`src/rtl/alu_mul_sequencer_if.sv`:
```
// Request/result and shared-ALU signals of the shift-and-add multiply sequencer.
// The master modport is the sequencer side; the slave modport is the execute stage and ALU.
interface alu_mul_sequencer_if #(
   parameter int n = 64
);
   logic         Start;
   logic [n-1:0] OpA;
   logic [n-1:0] OpB;
   logic         Busy;
   logic         Done;
   logic [n-1:0] Product;
   logic         AluReq;
   logic         AluGnt;
   logic [n-1:0] AluA;
   logic [n-1:0] AluB;
   logic [3:0]   AluCtrl;
   logic [n-1:0] AluW;
   logic         AluZero;

   modport master (
      input  Start, OpA, OpB, AluGnt, AluW, AluZero,
      output Busy, Done, Product, AluReq, AluA, AluB, AluCtrl
   );

   modport slave (
      output Start, OpA, OpB, AluGnt, AluW, AluZero,
      input  Busy, Done, Product, AluReq, AluA, AluB, AluCtrl
   );
endinterface

```
`src/rtl/alu_mul_sequencer.sv`:
```
// Unsigned shift-and-add multiplier that borrows the shared ALU for every
// arithmetic step; the Zero flag on PassB of the multiplier ends the loop.
module alu_mul_sequencer #(
   parameter int n = 64
) (
   input  logic                CLK,
   input  logic                Reset,
   alu_mul_sequencer_if.master bus
);

   localparam logic [3:0] ALU_AND   = 4'b0000;
   localparam logic [3:0] ALU_ADD   = 4'b0010;
   localparam logic [3:0] ALU_LSL   = 4'b0011;
   localparam logic [3:0] ALU_LSR   = 4'b0100;
   localparam logic [3:0] ALU_PASSB = 4'b0111;

   typedef enum logic [2:0] {
      S_IDLE,
      S_CHECK,
      S_ADD,
      S_SHIFT_M,
      S_SHIFT_Q,
      S_DONE
   } state_t;

   state_t       state;
   state_t       state_nxt;
   logic [n-1:0] mcand;
   logic [n-1:0] mplier;
   logic [n-1:0] acc;
   logic [n-1:0] product;

   // NOTE: sequential state uses non-blocking assignments so every register
   // samples the pre-edge values of the others.
   always_ff @(posedge CLK) begin
      if (Reset) state <= S_IDLE;
      else       state <= state_nxt;
   end

   // NOTE: every output and next-state term gets a default first, so no path
   // through the case leaves a signal unassigned and no latch is inferred.
   always_comb begin
      state_nxt   = state;
      bus.AluReq  = 1'b0;
      bus.AluA    = '0;
      bus.AluB    = '0;
      bus.AluCtrl = ALU_AND;
      bus.Done    = 1'b0;
      bus.Busy    = (state != S_IDLE);
      case (state)
         S_IDLE: begin
            if (bus.Start) state_nxt = S_CHECK;
         end
         S_CHECK: begin
            bus.AluReq  = 1'b1;
            bus.AluCtrl = ALU_PASSB;
            bus.AluB    = mplier;
            if (bus.AluGnt) begin
               if (bus.AluZero)    state_nxt = S_DONE;
               else if (mplier[0]) state_nxt = S_ADD;
               else                state_nxt = S_SHIFT_M;
            end
         end
         S_ADD: begin
            bus.AluReq  = 1'b1;
            bus.AluCtrl = ALU_ADD;
            bus.AluA    = acc;
            bus.AluB    = mcand;
            if (bus.AluGnt) state_nxt = S_SHIFT_M;
         end
         S_SHIFT_M: begin
            bus.AluReq  = 1'b1;
            bus.AluCtrl = ALU_LSL;
            bus.AluA    = mcand;
            bus.AluB    = n'(1);
            if (bus.AluGnt) state_nxt = S_SHIFT_Q;
         end
         S_SHIFT_Q: begin
            bus.AluReq  = 1'b1;
            bus.AluCtrl = ALU_LSR;
            bus.AluA    = mplier;
            bus.AluB    = n'(1);
            if (bus.AluGnt) state_nxt = S_CHECK;
         end
         S_DONE: begin
            bus.Done  = 1'b1;
            state_nxt = S_IDLE;
         end
         default: state_nxt = S_IDLE;
      endcase
   end

   // NOTE: the datapath registers are cleared by reset too, so an aborted
   // multiply leaves no stale operands or product behind.
   always_ff @(posedge CLK) begin
      if (Reset) begin
         mcand   <= '0;
         mplier  <= '0;
         acc     <= '0;
         product <= '0;
      end else begin
         case (state)
            S_IDLE: begin
               if (bus.Start) begin
                  mcand  <= bus.OpA;
                  mplier <= bus.OpB;
                  acc    <= '0;
               end
            end
            // Product is captured on the way into DONE so it is valid with Done.
            S_CHECK:   if (bus.AluGnt && bus.AluZero) product <= acc;
            S_ADD:     if (bus.AluGnt) acc    <= bus.AluW;
            S_SHIFT_M: if (bus.AluGnt) mcand  <= bus.AluW;
            S_SHIFT_Q: if (bus.AluGnt) mplier <= bus.AluW;
            default: ;
         endcase
      end
   end

   assign bus.Product = product;

endmodule

```
`src/flat_wrapper.sv`:
```
// flat-port wrapper written by rule: the top's interface ports become plain ports
module alu_mul_sequencer_flat 
#(
   parameter int n = 64
)
  (CLK, Reset, bus_Start, bus_OpA, bus_OpB, bus_AluGnt, bus_AluW, bus_AluZero, bus_Busy, bus_Done, bus_Product, bus_AluReq, bus_AluA, bus_AluB, bus_AluCtrl);
  alu_mul_sequencer_if #(.n(n)) bus_i ();
  input  logic CLK;
  input  logic Reset;
  input wire logic [$bits(bus_i.Start)-1:0] bus_Start;
  input wire logic [$bits(bus_i.OpA)-1:0] bus_OpA;
  input wire logic [$bits(bus_i.OpB)-1:0] bus_OpB;
  input wire logic [$bits(bus_i.AluGnt)-1:0] bus_AluGnt;
  input wire logic [$bits(bus_i.AluW)-1:0] bus_AluW;
  input wire logic [$bits(bus_i.AluZero)-1:0] bus_AluZero;
  output wire logic [$bits(bus_i.Busy)-1:0] bus_Busy;
  output wire logic [$bits(bus_i.Done)-1:0] bus_Done;
  output wire logic [$bits(bus_i.Product)-1:0] bus_Product;
  output wire logic [$bits(bus_i.AluReq)-1:0] bus_AluReq;
  output wire logic [$bits(bus_i.AluA)-1:0] bus_AluA;
  output wire logic [$bits(bus_i.AluB)-1:0] bus_AluB;
  output wire logic [$bits(bus_i.AluCtrl)-1:0] bus_AluCtrl;
  assign bus_i.Start = bus_Start;
  assign bus_i.OpA = bus_OpA;
  assign bus_i.OpB = bus_OpB;
  assign bus_i.AluGnt = bus_AluGnt;
  assign bus_i.AluW = bus_AluW;
  assign bus_i.AluZero = bus_AluZero;
  assign bus_Busy = bus_i.Busy;
  assign bus_Done = bus_i.Done;
  assign bus_Product = bus_i.Product;
  assign bus_AluReq = bus_i.AluReq;
  assign bus_AluA = bus_i.AluA;
  assign bus_AluB = bus_i.AluB;
  assign bus_AluCtrl = bus_i.AluCtrl;
  alu_mul_sequencer #(.n(n)) u_core (.CLK(CLK), .Reset(Reset), .bus(bus_i));
endmodule
```
`config.mk`:
```
export PLATFORM = sky130hd
export DESIGN_NAME = alu_mul_sequencer_flat
export DESIGN_NICKNAME = d
export VERILOG_FILES = /design/src/rtl/alu_mul_sequencer_if.sv /design/src/rtl/alu_mul_sequencer.sv /design/src/flat_wrapper.sv
export SDC_FILE = /design/constraint.sdc
export NUM_CORES = 1
export LEC_CHECK = 0
export ABC_AREA = 1
export CORE_UTILIZATION = 43
export CTS_CLUSTER_DIAMETER = 100
export CTS_CLUSTER_SIZE = 28
export DETAILED_ROUTE_END_ITERATION = 8
export HOLD_SLACK_MARGIN = 0.03
export PLACE_DENSITY = 0.76
export SLEW_MARGIN = 25
export SYNTH_ARGS = -nofsm -noshare
export SYNTH_HDL_FRONTEND = slang
export SYNTH_SLANG_ARGS = --single-unit
```
`constraint.sdc`:
```
create_clock -name CLK -period 1.6 [get_ports CLK]
set_input_delay 0.32 -clock CLK [delete_from_list [all_inputs] [get_ports CLK]]
set_output_delay 0.32 -clock CLK [all_outputs]
set_load 0.02 [all_outputs]
```
# Word-level counts from Yosys, hierarchy flattened
# Index checks and enable logic that the tools add are counted.
# Widths: inputs -> output; s select.
# totals
output_inout_bits	199
input_bits	197
elab_cells	48
register_bits	259
# op_classes
mux	20
n_eq_ne	10
n_reduce_logical	13
# op_table
operator	n
$pmux 64 s2	3
$pmux 64 s3	2
$mux 64	4
$mux 3	6
$pmux 3 s5	1
$pmux 3 s4	1
$ne 2x2->1 const B	5
$reduce_and 3->1	3
$eq 3x2->1 const B	2
$eq 3x3->1 const B	2
$reduce_bool 2->1	3
$reduce_and 5->1	1
$reduce_or 4->1	1
$eq 3x1->1 const B	1
$logic_not 3->1	1
$mux 1	3
$reduce_bool 3->1	1
$reduce_and 2->1	1
$reduce_or 2->1	1
$logic_and 1x1->1	1

# Depth between registers and ports, before layout
# depth
word_depth	4
depth_mapped	9
depth_no_buf	8

# Worst setup path before layout
# OpenSTA, ideal clock, no wires.
# synth_timing
kind	reg2out
startpoint	register u_core.state[2]
endpoint	output bus_AluA[54]
setup_slack_ns	-0.204
path_stages_with_launch	7
required_time_ns	1.280
arrival_time_ns	1.484
cell_sequence	dfxtp_1 inv_2 buf_2 nand3_1 buf_2 buf_1 o221ai_1
# synth_via
elab_chain_cells	2
elab_cells_between_ends	4
cone_classes	eq/ne: 3; mux: 1
# synth_lines
element	line	rtl
start, declared	alu_mul_sequencer.sv:26	state_t state;
start signal, assigned	alu_mul_sequencer.sv:37	else state <= state_nxt;
$eq 3x3->1 / $eq 3x2->1 (equally long branches)	alu_mul_sequencer.sv:50	case (state)
$pmux 64 s3 *	alu_mul_sequencer.sv:50	
end, declared	flat_wrapper.sv:20	output wire logic [$bits(bus_i.AluA)-1:0] bus_AluA;
# Mark *: on every way between the ends. The rest lies on a longest branch, timed or not.

# Worst setup path after layout
# layout_timing
startpoint	register u_core.state[0]
endpoint	output bus_AluA[9]
# The elaborated chain is that of the path after synthesis.

==> impl_metrics.env <==
export IMPL_synth_top_flop_cell="dfxtp_1"
export IMPL_cp_cell_sequence="inv_4, nand3_4, buf_12, inv_12, buf_12, buf_16, nand2_2, o221ai_2, buf_6"
export IMPL_routability_congestion_estimate_from_global_placement=0.932
export IMPL_synth_ff_latch_count=259
export IMPL_synth_enable_flop_cells=0
export IMPL_synth_area_per_inst_um2=6.37
export IMPL_fp_dieArea_um2=30300
export IMPL_max_vdd_ir_drop_v=0.00112
export IMPL_fraction_of_the_yosys_area_taken_by_sequential_cells_pct=40.7
export IMPL_reg2reg_to="u_core.acc[42]"
export IMPL_grt_total_usage_pct=33.5
export IMPL_fp_row_count=62
export IMPL_number_of_antenna_violations_at_the_first_check_in_global_routing=2
export IMPL_setup_repair_after_global_routing_missed_its_margin="yes"
export IMPL_busiest_layer="met2"
export IMPL_crit_path_max_incr_delay_ns=0.39
export IMPL_synthCells=2002
export IMPL_die_height_um=174
export IMPL_min_period_over_period_pct=136
export IMPL_timing_critical_path_slowest_stage_cell="dfxtp_4"
export IMPL_timing_critical_path_from_type="flip-flop"
export IMPL_grtUsageMet3_pct=6.96
export IMPL_timing_final_ws_setup_ns=-0.578
export IMPL_drt_iter0_markers=1447
export IMPL_ys_top_cells_by_count="nor2_1, nand2_1, o21ai_0, dfxtp_1, inv_1"
export IMPL_syn2layout_area_growth_pct=64.4
export IMPL_grt_overflow_total=0
export IMPL_tritoncts_num_sinks=259
export IMPL_place_hpwl_um=34000
export IMPL_final_layout_size_suffix_gt1_share_pct=21.1
export IMPL_post_route_cell_area_um2=21000
export IMPL_max_capacitance_violation_total=0
export IMPL_crit_fanout=8
export IMPL_placed_cells=2719
export IMPL_synth_warning_count=0
export IMPL_r2r_worst_path_cells=13
export IMPL_final_cell_count_no_fill=2805
export IMPL_cts_tree="yes"
export IMPL_mappedNetlistArea_um2=12700
export IMPL_min_from="bus_OpB[47]"
export IMPL_placement_cell_area_um2=18600
export IMPL_critical_path_top_cell_by_count="buf_12"
export IMPL_cell_with_the_most_instances_after_synthesis="nor2_1"
export IMPL_holdPathStages=5
export IMPL_report_final_hold_viol_count=0
export IMPL_die_x_um=174
export IMPL_clk_pin_slew_ns=0.11
export IMPL_failed_checks="negative setup slack"
export IMPL_insertion_delay_ns=0.50
export IMPL_async_flop_share_pct=0
export IMPL_timing_final_crit_period_ns=2.18
export IMPL_groute_layer_met1_usage_pct=40.8
export IMPL_reg2reg_slack_ns=-0.34
export IMPL_fin_nets=2615
export IMPL_worst_hold_path_type="input pin to flip-flop"
export IMPL_holdPathEnd="u_core.mplier[47]"
export IMPL_cts_path_max_buffers=3
export IMPL_cellPowerDensity_nw_per_um2=1800
export IMPL_post_route_util_pct=72.4
export IMPL_detail_route_wl_per_cell_um=20.3
export IMPL_critical_path_required_ns=1.28
export IMPL_finalClockSkew_ns=0.0226
export IMPL_coreArea_um2=28900
export IMPL_status="finished, violations left"
export IMPL_timing_setup_critical_path_class="flip-flop to output port"
export IMPL_grt_first_pass_wirelength_um=80600
export IMPL_post_synth_main_area_contributors="dfxtp_1, nor2_1, o21ai_0"
export IMPL_floorplan_initialDensity_pct=44.0
export IMPL_cts_inserted_buffers=13
export IMPL_critPathCaptureType="output port"
export IMPL_synth_area_leader_cell="dfxtp_1"
export IMPL_share_of_yosys_cell_area_claimed_by_the_top_area_cell_type_pct=40.7
export IMPL_grt_pass1_vias=14688
export IMPL_cp_arrival_ns=1.86
export IMPL_top_level_ports=396
export IMPL_synth_lib_cells_used_distinct=21
export IMPL_antenna_violating_nets_remaining=0
export IMPL_grt_start_max_net_pins=60
export IMPL_detail_route_vias_per_cell=5.55
export IMPL_route_final_wire_length_um=56800
export IMPL_worst_r2r_startpoint="u_core.state[0]"
export IMPL_final_setup_tns_ns=-128.00
export IMPL_remaining_drc_errors=0
export IMPL_numPortBuffers=394
export IMPL_synth_nets=2199
export IMPL_dr_total_vias=15556
export IMPL_final_setup_viol_count=450
export IMPL_finalMaxSlewViolations=0
export IMPL_report_power_total_mw=37.8
export IMPL_clockRootBuffer="clkbuf_16"
export IMPL_leakage_nw=9.43
export IMPL_clock_tree_htree_level_count=1
export IMPL_drt_pass1_iterations=7
export IMPL_clock_fmax_ghz=0.459
export IMPL_use_met2_pct=55.9
-- critical path, delay by kind of cell, from the launching register on --
family | cells | cell delay [ns]
compound gates | 1 | 0.07
buf+inv | 6 | 0.75
flops | 1 | 0.39
simple gates | 2 | 0.14
-- registers in the layout, summed over array words and instances, names as in the netlist --
register,count
u_core.acc,64
u_core.bus.Product,64
u_core.mcand,64
u_core.mplier,64
u_core.state,3
-- per-layer routing --
metal,part of all wire (%),wire length (um)
met4,5.2,2980
met1,39,22200
met3,9.3,5260
met2,46,26400
met5,0,0
-- placed cells by master (no fill, tap or decap), drive strengths merged --
cell type	n
a21oi	1
clkinv	2
clkbuf	28
diode	2
o21ai	323
o22ai	63
bufbuf	6
nand4	1
nor2	586
conb	1
nand2	334
inv	205
o221ai	65
nand3	10
buf	273
nor3	1
dfxtp	259
o211ai	1
clkdlybuf4s50	260
-- repair_timing --
action / CTS / global route
resized for setup: 781 / 157
hold endpoints to repair: 0 / 0
hold buffers: 0 / 0
pin swaps: 4 / 6
gates cloned: 14 / 19
setup buffers: 21 / 15
endpoints found under the setup margin: 299 / 453
-- worst max path at each step --
stage                         start           end  slack [ns]  depth (start not counted)
floorplan           u_core.state[2]  bus_AluB[38]       -0.06                          6
global placement    u_core.state[2]  bus_AluA[24]       -0.50                          6
CTS                 u_core.state[0]   bus_AluA[5]       -0.57                          9
finish              u_core.state[0]   bus_AluA[9]       -0.58                          9
global route        u_core.state[0]   bus_AluA[9]       -0.63                          9
detailed placement  u_core.state[1]  bus_AluA[24]       -0.55                          5
-- area by class of cell --
| cell class | count | area, um2 |
|---|---|---|
| Timing Repair Buffer | 553 | 6350 |
| Clock inverter | 2 | 25.0 |
| Sequential cell | 259 | 5190 |
| Clock buffer | 14 | 329 |
| Tap cell | 384 | 480 |
| Fill cell | 2234 | 7980 |
| Antenna cell | 2 | 5.00 |
| Inverter | 205 | 807 |
| Multi-Input combinational cell | 1386 | 7770 |
-- cells by family after synthesis --
kind of cell	share of synthesized area (%)
AOI/OAI and AO/OA	20.3
buffers and inverters	11.3
DFF	40.7
other	0.0294
and+or+nand+nor	27.7
-- power by group --
part / internal (mW) / switching (mW) / total, mW
Sequential: 8.81 / 1.47 / 10.3
Combinational: 9.64 / 14.1 / 23.8
Clock: 1.52 / 2.21 / 3.73
-- metrics by stage --
step                hold slack [ns]  setup slack, ns
CTS                           0.490           -0.571
global route                  0.528           -0.634
global placement              0.480           -0.501
detailed placement            0.484           -0.548
floorplan                     0.392          -0.0590
finish                        0.505           -0.578
Note: power is estimated with default switching activity, not from simulation.
